==> src/rtl/reg_bank_ctrl_pkg.sv <==
`default_nettype none
// ============================================================================
// Module      : reg_bank_ctrl_pkg
// Description : Shared types and default sizes for the register-bank
//               initiator and its write-back queue.
// Revision    : 1.0 - initial release
// ============================================================================
package reg_bank_ctrl_pkg;

    localparam int C_WORD_W   = 16;
    localparam int C_ADDR_W   = 3;
    localparam int C_WB_DEPTH = 2;

    typedef logic [C_WORD_W-1:0] word_t;
    typedef logic [C_ADDR_W-1:0] reg_addr_t;

    typedef enum logic [1:0] {
        S_IDLE = 2'd0,
        S_CAPT = 2'd1,
        S_RESP = 2'd2
    } state_t;

    typedef enum logic [1:0] {
        OP_IDLE  = 2'd0,
        OP_READ  = 2'd1,
        OP_WRITE = 2'd2
    } bank_op_t;

endpackage
`default_nettype wire

==> src/rtl/reg_bank_ctrl_if.sv <==
`default_nettype none
// ============================================================================
// Module      : reg_bank_ctrl_if
// Description : Request, response, write-back and bank-side signals of the
//               register-bank initiator. slave = controller view,
//               master = requester/bank view.
// Revision    : 1.0 - initial release
// ============================================================================
interface reg_bank_ctrl_if
    import reg_bank_ctrl_pkg::*;
#(
    parameter int WORD_W = C_WORD_W,
    parameter int ADDR_W = C_ADDR_W
) ();

    logic              rd_valid;
    logic              rd_ready;
    logic [ADDR_W-1:0] rd_addr_a;
    logic [ADDR_W-1:0] rd_addr_b;
    logic              rsp_valid;
    logic              rsp_ready;
    logic [WORD_W-1:0] rsp_a;
    logic [WORD_W-1:0] rsp_b;
    logic              wb_valid;
    logic              wb_ready;
    logic [ADDR_W-1:0] wb_addr;
    logic [WORD_W-1:0] wb_data;
    logic              bk_hab_escrita;
    logic [ADDR_W-1:0] bk_sel_e_sa;
    logic [ADDR_W-1:0] bk_sel_sb;
    logic [WORD_W-1:0] bk_e;
    logic [WORD_W-1:0] bk_a;
    logic [WORD_W-1:0] bk_b;

    modport slave (
        input  rd_valid, rd_addr_a, rd_addr_b, rsp_ready,
        input  wb_valid, wb_addr, wb_data, bk_a, bk_b,
        output rd_ready, rsp_valid, rsp_a, rsp_b, wb_ready,
        output bk_hab_escrita, bk_sel_e_sa, bk_sel_sb, bk_e
    );

    modport master (
        output rd_valid, rd_addr_a, rd_addr_b, rsp_ready,
        output wb_valid, wb_addr, wb_data, bk_a, bk_b,
        input  rd_ready, rsp_valid, rsp_a, rsp_b, wb_ready,
        input  bk_hab_escrita, bk_sel_e_sa, bk_sel_sb, bk_e
    );

endinterface
`default_nettype wire

==> src/rtl/reg_bank_ctrl_wb_queue.sv <==
`default_nettype none
// ============================================================================
// Module      : wb_queue
// Description : In-order write-back FIFO. Entry 0 is always the head; a pop
//               shifts the entries down. Two lookup ports return the
//               youngest queued entry matching an address.
// Revision    : 1.0 - initial release
// ============================================================================
module wb_queue
    import reg_bank_ctrl_pkg::*;
#(
    parameter int WORD_W = C_WORD_W,
    parameter int ADDR_W = C_ADDR_W,
    parameter int DEPTH  = C_WB_DEPTH
) (
    input  logic              clock,
    input  logic              reset,
    input  logic              push,
    input  logic [ADDR_W-1:0] push_addr,
    input  logic [WORD_W-1:0] push_data,
    input  logic              pop,
    output logic [ADDR_W-1:0] head_addr,
    output logic [WORD_W-1:0] head_data,
    output logic              full,
    output logic              empty,
    input  logic [ADDR_W-1:0] lk_addr_a,
    output logic              lk_hit_a,
    output logic [WORD_W-1:0] lk_data_a,
    input  logic [ADDR_W-1:0] lk_addr_b,
    output logic              lk_hit_b,
    output logic [WORD_W-1:0] lk_data_b
);

    localparam int CNT_W = $clog2(DEPTH + 1);

    logic [ADDR_W-1:0] r_addr [DEPTH];
    logic [WORD_W-1:0] r_data [DEPTH];
    logic [CNT_W-1:0]  r_count;
    logic [CNT_W-1:0]  w_push_idx;

    // With a simultaneous pop the push lands one slot lower (the freed slot).
    assign w_push_idx = pop ? (r_count - CNT_W'(1)) : r_count;
    assign full       = (r_count == CNT_W'(DEPTH));
    assign empty      = (r_count == '0);
    assign head_addr  = r_addr[0];
    assign head_data  = r_data[0];

    // Entry storage: shift toward the head on pop, insert at the tail on push.
    always_ff @(posedge clock) begin
        for (int i = 0; i < DEPTH; i++) begin
            if (push && (w_push_idx == CNT_W'(i))) begin
                r_addr[i] <= push_addr;
                r_data[i] <= push_data;
            end else if (pop) begin
                r_addr[i] <= r_addr[(i + 1 < DEPTH) ? i + 1 : i];
                r_data[i] <= r_data[(i + 1 < DEPTH) ? i + 1 : i];
            end
        end
    end

    // Occupancy counter; reset discards everything queued.
    always_ff @(posedge clock) begin
        if (reset) begin
            r_count <= '0;
        end else begin
            r_count <= r_count + CNT_W'(push) - CNT_W'(pop);
        end
    end

    // Youngest-match lookup: later (younger) entries override earlier ones.
    always_comb begin
        lk_hit_a  = 1'b0;
        lk_data_a = '0;
        lk_hit_b  = 1'b0;
        lk_data_b = '0;
        for (int i = 0; i < DEPTH; i++) begin
            if (CNT_W'(i) < r_count) begin
                if (r_addr[i] == lk_addr_a) begin
                    lk_hit_a  = 1'b1;
                    lk_data_a = r_data[i];
                end
                if (r_addr[i] == lk_addr_b) begin
                    lk_hit_b  = 1'b1;
                    lk_data_b = r_data[i];
                end
            end
        end
    end

endmodule
`default_nettype wire

==> src/rtl/reg_bank_ctrl.sv <==
`default_nettype none
// ============================================================================
// Module      : reg_bank_ctrl
// Description : Initiator for the 8x16 register bank. Serialises operand
//               reads and queued write-backs onto the bank's single port,
//               bypassing queued data so reads always see the latest value.
// Revision    : 1.0 - initial release
// ============================================================================
module reg_bank_ctrl
    import reg_bank_ctrl_pkg::*;
#(
    parameter int WORD_W   = C_WORD_W,
    parameter int ADDR_W   = C_ADDR_W,
    parameter int WB_DEPTH = C_WB_DEPTH
) (
    input  logic           clock,
    input  logic           reset,
    reg_bank_ctrl_if.slave bus
);

    state_t            r_state;
    state_t            w_state_next;
    bank_op_t          w_op;
    logic              w_rd_ready;
    logic              w_wb_ready;
    logic              w_rd_acc;
    logic              w_wb_acc;
    logic              w_pop;
    logic              w_q_full;
    logic              w_q_empty;
    logic [ADDR_W-1:0] w_head_addr;
    logic [WORD_W-1:0] w_head_data;
    logic              w_lk_hit_a;
    logic              w_lk_hit_b;
    logic [WORD_W-1:0] w_lk_data_a;
    logic [WORD_W-1:0] w_lk_data_b;
    logic              r_ovr_hit_a;
    logic              r_ovr_hit_b;
    logic [WORD_W-1:0] r_ovr_data_a;
    logic [WORD_W-1:0] r_ovr_data_b;
    logic [WORD_W-1:0] r_rsp_a;
    logic [WORD_W-1:0] r_rsp_b;
    logic              r_bk_hab;
    logic [ADDR_W-1:0] r_bk_sel_e_sa;
    logic [ADDR_W-1:0] r_bk_sel_sb;
    logic [WORD_W-1:0] r_bk_e;

    // A full queue blocks reads so writes always get bank cycles.
    assign w_rd_ready = !reset && (r_state == S_IDLE) && !w_q_full;
    assign w_wb_ready = !reset && !w_q_full;
    assign w_rd_acc   = bus.rd_valid && w_rd_ready;
    assign w_wb_acc   = bus.wb_valid && w_wb_ready;
    assign w_pop      = (w_op == OP_WRITE) && !reset;

    assign bus.rd_ready       = w_rd_ready;
    assign bus.wb_ready       = w_wb_ready;
    assign bus.rsp_valid      = (r_state == S_RESP);
    assign bus.rsp_a          = r_rsp_a;
    assign bus.rsp_b          = r_rsp_b;
    assign bus.bk_hab_escrita = r_bk_hab;
    assign bus.bk_sel_e_sa    = r_bk_sel_e_sa;
    assign bus.bk_sel_sb      = r_bk_sel_sb;
    assign bus.bk_e           = r_bk_e;

    wb_queue #(
        .WORD_W (WORD_W),
        .ADDR_W (ADDR_W),
        .DEPTH  (WB_DEPTH)
    ) u_wb_queue (
        .clock     (clock),
        .reset     (reset),
        .push      (w_wb_acc),
        .push_addr (bus.wb_addr),
        .push_data (bus.wb_data),
        .pop       (w_pop),
        .head_addr (w_head_addr),
        .head_data (w_head_data),
        .full      (w_q_full),
        .empty     (w_q_empty),
        .lk_addr_a (bus.rd_addr_a),
        .lk_hit_a  (w_lk_hit_a),
        .lk_data_a (w_lk_data_a),
        .lk_addr_b (bus.rd_addr_b),
        .lk_hit_b  (w_lk_hit_b),
        .lk_data_b (w_lk_data_b)
    );

    // One bank op per cycle: a read issue wins over draining the queue.
    always_comb begin
        w_op = OP_IDLE;
        if (w_rd_acc) begin
            w_op = OP_READ;
        end else if (!w_q_empty) begin
            w_op = OP_WRITE;
        end
    end

    // State register.
    always_ff @(posedge clock) begin
        if (reset) begin
            r_state <= S_IDLE;
        end else begin
            r_state <= w_state_next;
        end
    end

    // Next-state logic: accept -> capture -> hold response until consumed.
    always_comb begin
        w_state_next = r_state;
        case (r_state)
            S_IDLE:  if (w_rd_acc) w_state_next = S_CAPT;
            S_CAPT:  w_state_next = S_RESP;
            S_RESP:  if (bus.rsp_ready) w_state_next = S_IDLE;
            default: w_state_next = S_IDLE;
        endcase
    end

    // Latch bypass overrides at accept; merge with bank data at capture.
    always_ff @(posedge clock) begin
        if (reset) begin
            r_ovr_hit_a  <= 1'b0;
            r_ovr_hit_b  <= 1'b0;
            r_ovr_data_a <= '0;
            r_ovr_data_b <= '0;
            r_rsp_a      <= '0;
            r_rsp_b      <= '0;
        end else begin
            if (w_rd_acc) begin
                r_ovr_hit_a  <= w_lk_hit_a;
                r_ovr_hit_b  <= w_lk_hit_b;
                r_ovr_data_a <= w_lk_data_a;
                r_ovr_data_b <= w_lk_data_b;
            end
            if (r_state == S_CAPT) begin
                r_rsp_a <= r_ovr_hit_a ? r_ovr_data_a : bus.bk_a;
                r_rsp_b <= r_ovr_hit_b ? r_ovr_data_b : bus.bk_b;
            end
        end
    end

    // Registered bank port; selects and data hold their value on idle cycles.
    always_ff @(posedge clock) begin
        if (reset) begin
            r_bk_hab      <= 1'b0;
            r_bk_sel_e_sa <= '0;
            r_bk_sel_sb   <= '0;
            r_bk_e        <= '0;
        end else begin
            case (w_op)
                OP_READ: begin
                    r_bk_hab      <= 1'b0;
                    r_bk_sel_e_sa <= bus.rd_addr_a;
                    r_bk_sel_sb   <= bus.rd_addr_b;
                end
                OP_WRITE: begin
                    r_bk_hab      <= 1'b1;
                    r_bk_sel_e_sa <= w_head_addr;
                    r_bk_e        <= w_head_data;
                end
                default: begin
                    r_bk_hab <= 1'b0;
                end
            endcase
        end
    end

endmodule
`default_nettype wire

==> src/flat_wrapper.sv <==
// flat-port wrapper written by rule: the top's interface ports become plain ports
module reg_bank_ctrl_flat import reg_bank_ctrl_pkg::*;
#(
    parameter int WORD_W   = C_WORD_W,
    parameter int ADDR_W   = C_ADDR_W,
    parameter int WB_DEPTH = C_WB_DEPTH
)
  (clock, reset, bus_rd_valid, bus_rd_addr_a, bus_rd_addr_b, bus_rsp_ready, bus_wb_valid, bus_wb_addr, bus_wb_data, bus_bk_a, bus_bk_b, bus_rd_ready, bus_rsp_valid, bus_rsp_a, bus_rsp_b, bus_wb_ready, bus_bk_hab_escrita, bus_bk_sel_e_sa, bus_bk_sel_sb, bus_bk_e);
  reg_bank_ctrl_if #(.WORD_W(WORD_W), .ADDR_W(ADDR_W)) bus_i ();
  input  logic clock;
  input  logic reset;
  input wire logic [$bits(bus_i.rd_valid)-1:0] bus_rd_valid;
  input wire logic [$bits(bus_i.rd_addr_a)-1:0] bus_rd_addr_a;
  input wire logic [$bits(bus_i.rd_addr_b)-1:0] bus_rd_addr_b;
  input wire logic [$bits(bus_i.rsp_ready)-1:0] bus_rsp_ready;
  input wire logic [$bits(bus_i.wb_valid)-1:0] bus_wb_valid;
  input wire logic [$bits(bus_i.wb_addr)-1:0] bus_wb_addr;
  input wire logic [$bits(bus_i.wb_data)-1:0] bus_wb_data;
  input wire logic [$bits(bus_i.bk_a)-1:0] bus_bk_a;
  input wire logic [$bits(bus_i.bk_b)-1:0] bus_bk_b;
  output wire logic [$bits(bus_i.rd_ready)-1:0] bus_rd_ready;
  output wire logic [$bits(bus_i.rsp_valid)-1:0] bus_rsp_valid;
  output wire logic [$bits(bus_i.rsp_a)-1:0] bus_rsp_a;
  output wire logic [$bits(bus_i.rsp_b)-1:0] bus_rsp_b;
  output wire logic [$bits(bus_i.wb_ready)-1:0] bus_wb_ready;
  output wire logic [$bits(bus_i.bk_hab_escrita)-1:0] bus_bk_hab_escrita;
  output wire logic [$bits(bus_i.bk_sel_e_sa)-1:0] bus_bk_sel_e_sa;
  output wire logic [$bits(bus_i.bk_sel_sb)-1:0] bus_bk_sel_sb;
  output wire logic [$bits(bus_i.bk_e)-1:0] bus_bk_e;
  assign bus_i.rd_valid = bus_rd_valid;
  assign bus_i.rd_addr_a = bus_rd_addr_a;
  assign bus_i.rd_addr_b = bus_rd_addr_b;
  assign bus_i.rsp_ready = bus_rsp_ready;
  assign bus_i.wb_valid = bus_wb_valid;
  assign bus_i.wb_addr = bus_wb_addr;
  assign bus_i.wb_data = bus_wb_data;
  assign bus_i.bk_a = bus_bk_a;
  assign bus_i.bk_b = bus_bk_b;
  assign bus_rd_ready = bus_i.rd_ready;
  assign bus_rsp_valid = bus_i.rsp_valid;
  assign bus_rsp_a = bus_i.rsp_a;
  assign bus_rsp_b = bus_i.rsp_b;
  assign bus_wb_ready = bus_i.wb_ready;
  assign bus_bk_hab_escrita = bus_i.bk_hab_escrita;
  assign bus_bk_sel_e_sa = bus_i.bk_sel_e_sa;
  assign bus_bk_sel_sb = bus_i.bk_sel_sb;
  assign bus_bk_e = bus_i.bk_e;
  reg_bank_ctrl #(.WORD_W(WORD_W), .ADDR_W(ADDR_W), .WB_DEPTH(WB_DEPTH)) u_core (.clock(clock), .reset(reset), .bus(bus_i));
endmodule
==> config.mk <==
export PLATFORM = sky130hd
export DESIGN_NAME = reg_bank_ctrl_flat
export DESIGN_NICKNAME = d
export VERILOG_FILES = /design/src/rtl/reg_bank_ctrl_pkg.sv /design/src/rtl/reg_bank_ctrl_if.sv /design/src/rtl/reg_bank_ctrl_wb_queue.sv /design/src/rtl/reg_bank_ctrl.sv /design/src/flat_wrapper.sv
export SDC_FILE = /design/constraint.sdc
export NUM_CORES = 1
export LEC_CHECK = 0
export CAP_MARGIN = 0
export CORE_MARGIN = 1
export CORE_UTILIZATION = 45
export DETAILED_ROUTE_END_ITERATION = 12
export DONT_BUFFER_PORTS = 1
export PLACE_DENSITY = 0.64
export SYNTH_ARGS = -nofsm -noshare
export SYNTH_HDL_FRONTEND = slang
export SYNTH_HIERARCHICAL = 1
export SYNTH_SLANG_ARGS = --single-unit
==> constraint.sdc <==
create_clock -name clock -period 4.1 [get_ports clock]
set_input_delay 0.82 -clock clock [delete_from_list [all_inputs] [get_ports clock]]
set_output_delay 0.82 -clock clock [all_outputs]
set_load 0.005 [all_outputs]
Word-level counts from Yosys, hierarchy flattened
Memories as Yosys holds them, arrays and structs flattened.
Index checks and enable logic that the tools add are counted.
{"block": "word_totals", "mem_count": 2, "word_cells": 89, "register_bits": 93, "ramBits": 38}
{"memory": "u_core.u_wb_queue.r_data", "words": 2, "word_bits": 16, "rd": 2, "rd_clocked_by_memory_dff": 0, "write_ports": 2, "line_no": "reg_bank_ctrl_wb_queue.sv:37", "source": "logic [WORD_W-1:0] r_data [DEPTH];"}
{"memory": "u_core.u_wb_queue.r_addr", "words": 2, "word_bits": 3, "rd": 2, "rd_clocked_by_memory_dff": 0, "write_ports": 2, "line_no": "reg_bank_ctrl_wb_queue.sv:36", "source": "logic [ADDR_W-1:0] r_addr [DEPTH];"}
{"block": "classes", "n_reduce_logical": 15, "add_sub_neg": 3, "order_cmp": 2, "bitwise_logic": 4, "n_eq_ne": 12, "n_mux": 39}
{"op": "16-bit 2-to-1 mux", "count": 12}
{"op": "1-bit 2-to-1 mux", "count": 18}
{"op": "3-bit equality test", "count": 4}
{"op": "2-bit 2-to-1 mux", "count": 5}
{"op": "1-bit logical AND", "count": 8}
{"op": "2-bit by 1-bit equality test with 1-bit output (second input constant)", "count": 3}
{"op": "2-bit equality test (second input constant)", "count": 3}
{"op": "2-bit zero test", "count": 3}
{"op": "3-bit 2-to-1 mux", "count": 2}
{"op": "2-bit case mux with 3 select lines", "count": 1}
{"op": "3-bit case mux with 2 select lines", "count": 1}
{"op": "1-bit by 2-bit less-than comparator with 1-bit output (first input constant)", "count": 2}
{"op": "1-bit OR", "count": 4}
{"op": "2-bit by 1-bit adder with 2-bit output", "count": 1}
{"op": "1-bit zero test", "count": 2}
{"op": "2-bit by 1-bit != test with 1-bit output (second input constant)", "count": 1}
{"op": "2-bit != test (second input constant)", "count": 1}
{"op": "2-bit AND reduction", "count": 1}
{"op": "2-bit nonzero test", "count": 1}
{"op": "2-bit by 1-bit subtractor with 2-bit output", "count": 1}
{"op": "2-bit by 1-bit subtractor with 2-bit output (second input constant)", "count": 1}

Logic depth before layout (Yosys ltp)
Gate-level depths: netlist (run 1).
{"block": "logic_depth", "ltp_word": 13, "depth_mapped": 12, "ltp_nobuf": 11}

Modules after synthesis
Netlist (run 1), hierarchy kept.
{"module": "reg_bank_ctrl", "cells_each": 457, "n_inst": 1, "seq_area_each_um2": 1821.7, "area_each_um2": 4105.2}
{"module": "wb_queue", "cells_each": 204, "n_inst": 1, "seq_area_each_um2": 1181.1, "area_each_um2": 2529.9}

Worst setup path before layout (run 1)
Ideal clock, no wire load.
{"block": "synth_path", "kind": "in2reg", "start": "in reset", "end": "mem u_core/u_wb_queue/r_data[0][10] in the netlist's numbering (data pin)", "setup_slack_ns": 1.003, "arrival_time_ns": 2.837, "path_stages": 9, "cell_sequence": "or4_1 > buf_4 > nor2_2 > nor3_1 > ha_1 > nand3_1 > nand2_2 > buf_4 > mux2_2"}
{"item": "start: declaration", "line_no": "flat_wrapper.sv:11", "source": "input logic reset;"}
{"item": "end: declaration", "line_no": "reg_bank_ctrl_wb_queue.sv:37"}

Final worst setup path (run 1)
{"block": "layout_path", "start": "reg u_core.u_wb_queue.r_count[0]", "end": "out bus_rd_ready"}
{"block": "layout_between", "elab_chain_len": 3}
{"item": "start: declaration", "line_no": "reg_bank_ctrl_wb_queue.sv:38", "source": "logic [CNT_W-1:0] r_count;"}
{"item": "start signal: assignment", "line_no": "reg_bank_ctrl_wb_queue.sv:66", "source": "r_count <= r_count + CNT_W'(push) - CNT_W'(pop);"}
{"item": "2-bit equality test", "line_no": "reg_bank_ctrl_wb_queue.sv:43", "source": "assign full = (r_count == CNT_W'(DEPTH));"}
{"item": "via u_core.w_q_full", "line_no": "reg_bank_ctrl.sv:29", "source": "logic w_q_full;"}
{"item": "1-bit zero test", "line_no": "reg_bank_ctrl.sv:49", "source": "assign w_rd_ready = !reset && (r_state == S_IDLE) && !w_q_full;"}
{"item": "1-bit logical AND", "line_no": "reg_bank_ctrl.sv:49"}
{"item": "end: declaration", "line_no": "flat_wrapper.sv:21", "source": "output wire logic [$bits(bus_i.rd_ready)-1:0] bus_rd_ready;"}
The timed path passes the listed nets, and every way through them passes these cells.

==> results.cfg, run 1 <==
[synthesis]
mappedNetlistArea_um2 = 6640
ys_seq_elements = 131
synth_warnings = 6
synthArstFlopShare_pct = 0
synth.avg_cell_area_um2 = 10.0
syn_nets = 728
syn_inst = 661
synth_ff_type = dfxtp_1
synth_edf_count = 38
ys_seq_area_share_pct = 45.3
synth_cell_types = 38

[timing]
worst_pin_slew_ns = 1.33
finalSetupTns_ns = 0
report.final.slew_viol_count = 0
fin_crit_sh_pct = 78.0
skew_ns = 0.00640
finalSetupViolCount = 0
hold_violations = 0
max_slew_margin_pct = 11.6
rsz0062_at_grt = false
post-route-min-period_ns = 3.20
max_freq_mhz = 313

[setup_path]
rr_worst_depth = 8
r2r_setup_slack_ns = 0.95
regToRegStartpoint = u_core/u_wb_queue/r_count[0]
r2r_end = u_core/u_wb_queue/r_data[1][7]
critPathSlowestCell = or4_2
crit_type = flop to output port
crit_chain = inv_1 > ha_1 > or4_2 > buf_4 > inv_4
crit_path_end_kind = output port
cp_max_fo = 70
cpPeakStageDelay_ns = 0.58
worstSetupStartpointType = flop
critPathRequiredTime_ns = 3.28
arrival_ns = 2.38

[detailed_routing]
postRouteAntennaNets = 0
firstDrtPassIters = 5
wl_mm = 16.1
via_per_inst = 6.01
drt-initial-drc-count = 291
drc = 0
via_count = 4896
wl_per_cell_um = 19.7

[global_routing]
grt_max_degree = 97
antenna_found_initial = 0
globalRouteOverflowTotal = 0
grt_pass1_wl_mm = 24.6
grt_pass1_vias = 4443
grt_util_all_layers_pct = 21.4

[floorplan]
pin_count = 120
dieArea_um2 = 15200
die_h_um = 123
core_area_um2 = 14500
die_width_um = 123
start_util_pct = 45.8
rows = 44

[clocking]
clk_path_buf_depth = 2
cts_sinks = 131
htreeDepth = 4
clkSlewWorstSetupHoldPaths_ns = 0.05
root_buffer = clkbuf_16
post-cts-setup-buffer-count = 0
cts_tree = yes
holdBufCountCts = 0
insertion_delay_ns = 0.42
numCtsBuffers = 17
cts_resized = 0

[layout]
layout-drive-gt1-share_pct = 12.5
fillers = 1327
syn2layout_area_growth_pct = 7.81
antenna_cells = 0
postLayoutCoreUtil_pct = 49.4
final_net_count = 685
final_cell_area_um2 = 7150

[place]
portBuffers = 0
placed_cell_area_um2 = 6520
hpwl_mm = 11.1
gp_congestion = 0.873

[power]
p_leak_nw = 2.54
worst_ir_drop_vdd_mv = 0.315
powerDensity_nw_per_um2 = 603

[min_path]
hold_class = flop to flop
min_from = u_core/r_ovr_data_a[10]
min_to = u_core/r_ovr_data_a[10]
whs_path_depth = 2

[outcome]
status = finished, final reports clean

[job]
maxCapViolations = 0
-- registers in the layout, summed over array words and instances (netlist names), 6 cells and up --
register,flops
u_core/r_ovr_data_a,16
u_core/bus.rsp_a,16
u_core/u_wb_queue/r_addr,6
u_core/u_wb_queue/r_data,32
u_core/bus.rsp_b,16
u_core/bus.bk_e,16
u_core/r_ovr_data_b,16
-- cell type report --
cell class / instances / area, um^2 / share of cell area [%]
multi-input combinational: 439 / 3150 / 44.1
clock inverter: 11 / 148 / 2.06
timing repair buffer: 6 / 45.0 / 0.630
inverter: 23 / 88.8 / 1.24
tap: 184 / 230 / 3.22
sequential: 131 / 3000 / 42.0
clock buffer: 21 / 484 / 6.77
-- synthesized netlist by cell type (14+ instances only) --
cell,number,share of area (%)
a211oi_1,32,3.6
dfxtp_1,93,28
inv_1,22,1.2
mux2_2,19,3.2
nor2b_1,16,1.5
buf_6,14,2.4
a21oi_1,38,2.9
mux2i_1,67,10
o21ai_0,39,2.9
nand3_1,59,4.5
nand4_1,34,3.2
a31oi_1,16,1.5
clkbuf_1,24,1.4
nor2_1,35,2.0
edfxtp_1,38,17
nand4b_1,16,2.1
nor4b_1,16,2.1
buf_2,14,1.1
-- cell families (layout without fill, tap and decap cells) --
| family | Yosys count | in the layout | share of synthesized area, % |
|---|---|---|---|
| and+or+nand+nor | 188 | 188 | 16.5 |
| AOI/OAI and AO/OA | 146 | 146 | 14.0 |
| DFF | 131 | 131 | 45.3 |
| buffers and inverters | 91 | 61 | 7.37 |
| muxes | 86 | 86 | 13.3 |
| xor gates and xnor gates | 14 | 14 | 2.53 |
| adders and majority gates | 5 | 5 | 0.943 |
-- worst max path at each step --
stage               slack, ns                               to                    startpoint
finish                   0.90                     bus_rd_ready  u_core/u_wb_queue/r_count[0]
floorplan                1.00  u_core/u_wb_queue/r_data[0][10]                         reset
CTS                      0.88                     bus_rd_ready  u_core/u_wb_queue/r_count[0]
global route             0.77                     bus_rd_ready  u_core/u_wb_queue/r_count[0]
detailed placement       0.69   u_core/u_wb_queue/r_data[1][7]                         reset
global placement         0.78   u_core/u_wb_queue/r_data[1][7]                         reset
-- layer usage --
layer  track usage, %  share of wire [%]  vias to the layer above
met5                0                  0                        -
met4             8.58                2.3                        0
met3             6.64                7.3                       27
met2             32.4                 45                      156
met1             28.3                 45                     2328
li1                 -                  -                     2385
-- power by group --
group	internal, mW	switching, mW	total, mW
registers	1.59	0.220	1.81
clock network	1.03	0.552	1.58
logic	0.346	0.580	0.925
-- worst max-delay path: cells and delay by family (launching register included) --
family	cells	cell delay [ns]
fa+ha+maj	1	0.23
buf+inv	3	0.82
flops	1	0.33
simple gates	1	0.58
-- cells in the final DEF, fill, tap and decap left out, types with 6 or more instances in the layout --
cell type	Yosys	final
xnor2_1	8	8
a211oi_1	32	32
nand3_1	59	59
nor2_1	35	35
mux2i_1	67	67
buf_4	3	6
clkbuf_16	0	19
o211ai_2	10	10
nand4b_1	16	16
edfxtp_1	38	38
mux2_2	19	19
o21ai_0	39	39
a21oi_1	38	38
nor4b_1	16	16
inv_1	22	22
a31oi_1	16	16
o211ai_1	6	6
xnor2_2	6	6
dfxtp_1	93	93
nor2b_1	16	15
nand4_1	34	34
-- through the flow --
stage | cells | power [mW] | hold slack [ns] | setup WS [ns]
2_1_floorplan | 661 | 2.59 | 0.454 | 1.00
3_3_place_gp | 783 | 2.71 | 0.466 | 0.783
3_5_place_dp | 783 | 2.75 | 0.462 | 0.695
4_1_cts | 815 | 4.35 | 0.451 | 0.876
5_1_grt | 815 | 4.53 | 0.455 | 0.773
6_report | 815 | 4.32 | 0.473 | 0.901
No activity file was read; power rests on OpenSTA's default activity.
==> run 2, diff against run 1 <==
==> constraint.sdc (replaced) <==
create_clock -name clock -period 3.15 [get_ports clock]
set_input_delay 0.63 -clock clock [delete_from_list [all_inputs] [get_ports clock]]
set_output_delay 0.63 -clock clock [all_outputs]
set_load 0.005 [all_outputs]
==> run 2 against run 1 <==
Effect of this change: clock power grew 33%; clock-buffer cell count fell by 1; cell count rose by 0.61%; combinational power up 34%; register-to-register slack got worse by 0.74 ns; sequential cell count unchanged; total power up 32%; critical path depth is 4 higher; setup slack got worse by 0.69 ns; critical path type is now flop to flop.
==> results.cfg, run 2 (synthesis results as in run 1) <==
[timing]
fin_crit_sh_pct = 93.3
skew_ns = 0.0103
finalSetupViolCount = 0
max_slew_margin_pct = 36.9
report.final.slew_viol_count = 0
hold_violations = 0
worst_pin_slew_ns = 0.945
rsz0062_at_grt = false
max_freq_mhz = 340
finalSetupTns_ns = 0
post-route-min-period_ns = 2.94

[detailed_routing]
wl_mm = 16.7
firstDrtPassIters = 5
drc = 0
via_count = 4963
via_per_inst = 6.05
wl_per_cell_um = 20.3
postRouteAntennaNets = 0
drt-initial-drc-count = 391

[clocking]
clk_path_buf_depth = 2
insertion_delay_ns = 0.43
htreeDepth = 4
clkSlewWorstSetupHoldPaths_ns = 0.06
numCtsBuffers = 17
cts_tree = yes
post-cts-setup-buffer-count = 0
holdBufCountCts = 0
root_buffer = clkbuf_16
cts_resized = 0
cts_sinks = 131

[setup_path]
crit_path_end_kind = flop
arrival_ns = 3.11
worstSetupStartpointType = flop
critPathRequiredTime_ns = 3.32
cp_max_fo = 19
r2r_end = u_core/u_wb_queue/r_data[0][15]
regToRegStartpoint = u_core/u_wb_queue/r_count[0]
cpPeakStageDelay_ns = 0.58
r2r_setup_slack_ns = 0.21
crit_type = flop to flop
crit_top_cell = ha_1
crit_chain = inv_1 > ha_1 > or4_2 > nor2_2 > nor3_1 > ha_1 > nand3_1 > nand2_2 > mux2_2
critPathSlowestCell = or4_2
rr_worst_depth = 9

[floorplan]
rows = 44
start_util_pct = 45.8
dieArea_um2 = 15200
die_width_um = 123
core_area_um2 = 14500
die_h_um = 123
pin_count = 120

[global_routing]
globalRouteOverflowTotal = 0
grt_pass1_vias = 4675
grt_pass1_wl_mm = 26.0
grt_util_all_layers_pct = 22.7
grt_max_degree = 97
antenna_found_initial = 0

[layout]
antenna_cells = 0
syn2layout_area_growth_pct = 8.24
largest_reg_flops = 32
regMostFlops = u_core/u_wb_queue/r_data
final_cell_area_um2 = 7180
layout-drive-gt1-share_pct = 12.7
final_common_cell = dfxtp_1
final_net_count = 690
layout_common_cells = dfxtp_1, mux2i_1, nand3_1
fillers = 1311

[place]
hpwl_mm = 11.3
placed_cell_area_um2 = 6560
gp_congestion = 0.873
portBuffers = 0

[min_path]
hold_class = primary input to flop
min_to = u_core/u_wb_queue/r_count[1]
whs_path_depth = 1
min_from = reset

[outcome]
status = finished, final reports clean

[job]
maxCapViolations = 0

[power]
powerDensity_nw_per_um2 = 791
worst_ir_drop_vdd_mv = 0.405
p_leak_nw = 2.56
[run 2: changes by cell type in the layout (fill, tap and decap cells not counted), moves of 2 or more]
cell / delta
clkinv_4: -3
clkbuf_16: -2
bufinv_16: +2
clkbuf_1: +2
clkinv_2: +3
buf_4: +5
[run 2: final cells by class]
class,instances,area [um^2],share of cell area (%)
Sequential cell,131,3000,41.8
Multi-Input combinational cell,439,3150,43.9
Tap cell,184,230,3.21
Clock inverter,12,186,2.60
Clock buffer,20,437,6.08
Inverter,23,88.8,1.24
Timing Repair Buffer,11,82.6,1.15
[run 2: worst max-delay path by stage]
stage | from | to | slack, ns | cells after the start
floorplan | reset | u_core/u_wb_queue/r_data[0][10] | 0.24 | 9
global placement | reset | u_core/u_wb_queue/r_data[0][1] | 0.25 | 7
detailed placement | reset | u_core/u_wb_queue/r_data[0][15] | 0.18 | 7
CTS | u_core/u_wb_queue/r_count[0] | u_core/u_wb_queue/r_data[0][15] | 0.24 | 9
global route | u_core/u_wb_queue/r_count[0] | u_core/u_wb_queue/r_data[0][15] | 0.08 | 9
finish | u_core/u_wb_queue/r_count[0] | u_core/u_wb_queue/r_data[0][15] | 0.21 | 9
[run 2: where the power goes]
part	switching (mW)	leakage, nW	internal, mW
logic	0.782	1.15	0.459
clock network	0.710	0.305	1.39
registers	0.273	1.11	2.07
total	1.77	2.56	3.92
[run 2: layer usage]
metal  vias up  part of all wire (%)  track usage (%)
met5         -                     0                0
met4         0                   1.4             7.61
met3        20                   7.6             7.89
met2       160                    46             34.3
met1      2383                    45             30.2
li1       2400                     -                -
[run 2: worst max-delay path: cells and delay by family (launching register included)]
family	cells	cell delay (ns)
adders and majority gates	2	0.56
buffers and inverters	1	0.09
DFF	1	0.35
muxes	1	0.40
and+or+nand+nor	5	1.29
[run 2: stage by stage]
stage	hold WS, ns	worst slack (ns)	std cells	power [mW]	utilization (%)
after floorplan	0.454	0.243	661	3.37	-
after global placement	0.463	0.254	788	3.55	45.3
after detailed placement	0.468	0.184	788	3.60	45.3
after CTS	0.259	0.235	820	5.71	49.6
after global routing	0.257	0.0817	820	5.96	49.6
final	0.272	0.211	820	5.68	49.6
==> run 3, diff against run 2 <==
--- a/config.mk
+++ b/config.mk
@@ -15,3 +15,4 @@
 export SYNTH_HDL_FRONTEND = slang
 export SYNTH_HIERARCHICAL = 1
 export SYNTH_SLANG_ARGS = --single-unit
+export TNS_END_PERCENT = 10
==> constraint.sdc (replaced) <==
create_clock -name clock -period 3.5 [get_ports clock]
set_input_delay 0.7 -clock clock [delete_from_list [all_inputs] [get_ports clock]]
set_output_delay 0.7 -clock clock [all_outputs]
set_load 0.1 [all_outputs]
==> run 3 against run 2 <==
Effect of this change: sequential cell count stayed put; die area stayed put; via count is 0.16% higher; sequential power is 26% higher; first-iteration DRC count is 5.6% higher; combinational power is 6% lower; global-route usage is 0.30 points lower; clock power is 10% lower; clock-buffer cell count is 3 higher; maximum frequency is 5.5% lower; critical endpoint is now u_core/u_wb_queue/r_data[0][9].
==> results.cfg, run 3 (synthesis results as in run 1) <==
[place]
placed_cell_area_um2 = 6560
hpwl_mm = 11.2
gp_congestion = 0.852
dp_cells = 787
portBuffers = 0

[clocking]
cts_tree = yes
cts_sinks = 131
htreeDepth = 4
root_buffer = clkbuf_16
clkSlewWorstSetupHoldPaths_ns = 0.06
holdBufCountCts = 0
numCtsBuffers = 17
cts_resized = 0
post-cts-setup-buffer-count = 0
insertion_delay_ns = 0.42
clk_path_buf_depth = 2

[floorplan]
die_h_um = 123
start_util_pct = 45.8
rows = 44
core_area_um2 = 14500
pin_count = 120
die_width_um = 123
dieArea_um2 = 15200

[layout]
largest_reg_flops = 32
layout-drive-gt1-share_pct = 12.9
layout_common_cells = dfxtp_1, mux2i_1, nand3_1
final_net_count = 689
final_common_cell = dfxtp_1
postLayoutCoreUtil_pct = 49.6
regMostFlops = u_core/u_wb_queue/r_data
syn2layout_area_growth_pct = 8.20
final_cell_area_um2 = 7180
final_cells = 819
antenna_cells = 0

[global_routing]
use_met1_pct = 29.8
grt_pass1_vias = 4573
antenna_found_initial = 0
globalRouteOverflowTotal = 0
globalRouteMet2Util_pct = 32.8
grt_pass1_wl_mm = 25.4
grt.busiest_layer = met2
grt_util_met3_pct = 6.83
grt_util_all_layers_pct = 22.4
grt_max_degree = 97

[timing]
fin_crit_sh_pct = 88.8
max_freq_mhz = 322
finalSetupTns_ns = 0
post-route-min-period_ns = 3.11
hold_violations = 0
rsz0062_at_grt = false
worst_pin_slew_ns = 1.15
max_slew_margin_pct = 23.4
finalSetupViolCount = 0
skew_ns = 0.00739
report.final.slew_viol_count = 0

[setup_path]
arrival_ns = 3.28
regToRegStartpoint = u_core/u_wb_queue/r_count[0]
crit_path_end_kind = flop
critPathRequiredTime_ns = 3.67
r2r_end = u_core/u_wb_queue/r_data[0][9]
rr_worst_depth = 9
crit_type = flop to flop
worstSetupStartpointType = flop
cp_max_fo = 19
r2r_setup_slack_ns = 0.39

[detailed_routing]
drc = 0
firstDrtPassIters = 5
via_count = 4971
drt-initial-drc-count = 413
postRouteAntennaNets = 0
wl_mm = 16.5
wl_per_cell_um = 20.2
via_per_inst = 6.07

[min_path]
hold_class = primary input to flop
whs_path_depth = 1
min_from = reset
min_to = u_core/u_wb_queue/r_count[1]

[power]
p_leak_nw = 2.56
powerDensity_nw_per_um2 = 836
worst_ir_drop_vdd_mv = 0.358
p_total_mw = 6.00

[outcome]
status = finished, final reports clean

[job]
maxCapViolations = 0
## run 3: cell count changes in the layout (fill, tap and decap cells not counted), sizes merged
| cell | before | now |
|---|---|---|
| clkbuf | 20 | 23 |
| clkinv | 6 | 4 |
| buf | 11 | 10 |
| bufinv | 5 | 4 |
| clkinvlp | 1 | 0 |
| inv | 23 | 24 |
## run 3: critical path, cell delays in order, from the launching register on
cell     delay [ns]
dfxtp_1        0.35
inv_1          0.09
ha_1           0.24
or4_2          0.57
nor2_2         0.25
nor3_1         0.16
ha_1           0.35
nand3_1        0.10
nand2_2        0.36
mux2_2         0.39
## run 3: area by class of cell
class	instances	area [um^2]
Clock buffer	23	473
Clock inverter	9	150
Fill cell	1302	7300
Inverter	23	88.8
Multi-Input combinational cell	439	3160
Sequential cell	131	3000
Tap cell	184	230
Timing Repair Buffer	10	75.1
## run 3: stage by stage
step	setup slack [ns]	hold slack, ns
2_1_floorplan	0.273	0.454
3_3_place_gp	0.409	0.461
3_5_place_dp	0.296	0.470
4_1_cts	0.365	0.331
5_1_grt	0.214	0.331
6_report	0.391	0.348
## run 3: layer usage
layer  vias to the layer above  wire [um]
li1                       2386          -
met5                         -          0
met2                       194       7240
met1                      2351       7410
met4                         0        571
met3                        40       1300
## run 3: worst max path at each step
stage | to | depth (start not counted) | startpoint | slack [ns]
final | u_core/u_wb_queue/r_data[0][9] | 9 | u_core/u_wb_queue/r_count[0] | 0.39
after global routing | u_core/u_wb_queue/r_data[0][9] | 9 | u_core/u_wb_queue/r_count[0] | 0.21
after CTS | bus_rd_ready | 5 | u_core/u_wb_queue/r_count[0] | 0.36
after detailed placement | u_core/u_wb_queue/r_data[0][9] | 7 | reset | 0.30
after global placement | u_core/u_wb_queue/r_data[0][10] | 7 | reset | 0.41
after floorplan | u_core/u_wb_queue/r_data[0][10] | 8 | reset | 0.27
## run 3: report_power, final
| part | leakage (nW) | total (mW) | switching (mW) | internal (mW) |
|---|---|---|---|---|
| Combinational | 1.15 | 1.16 | 0.742 | 0.414 |
| Clock | 0.308 | 1.88 | 0.644 | 1.24 |
| Sequential | 1.11 | 2.96 | 1.10 | 1.86 |
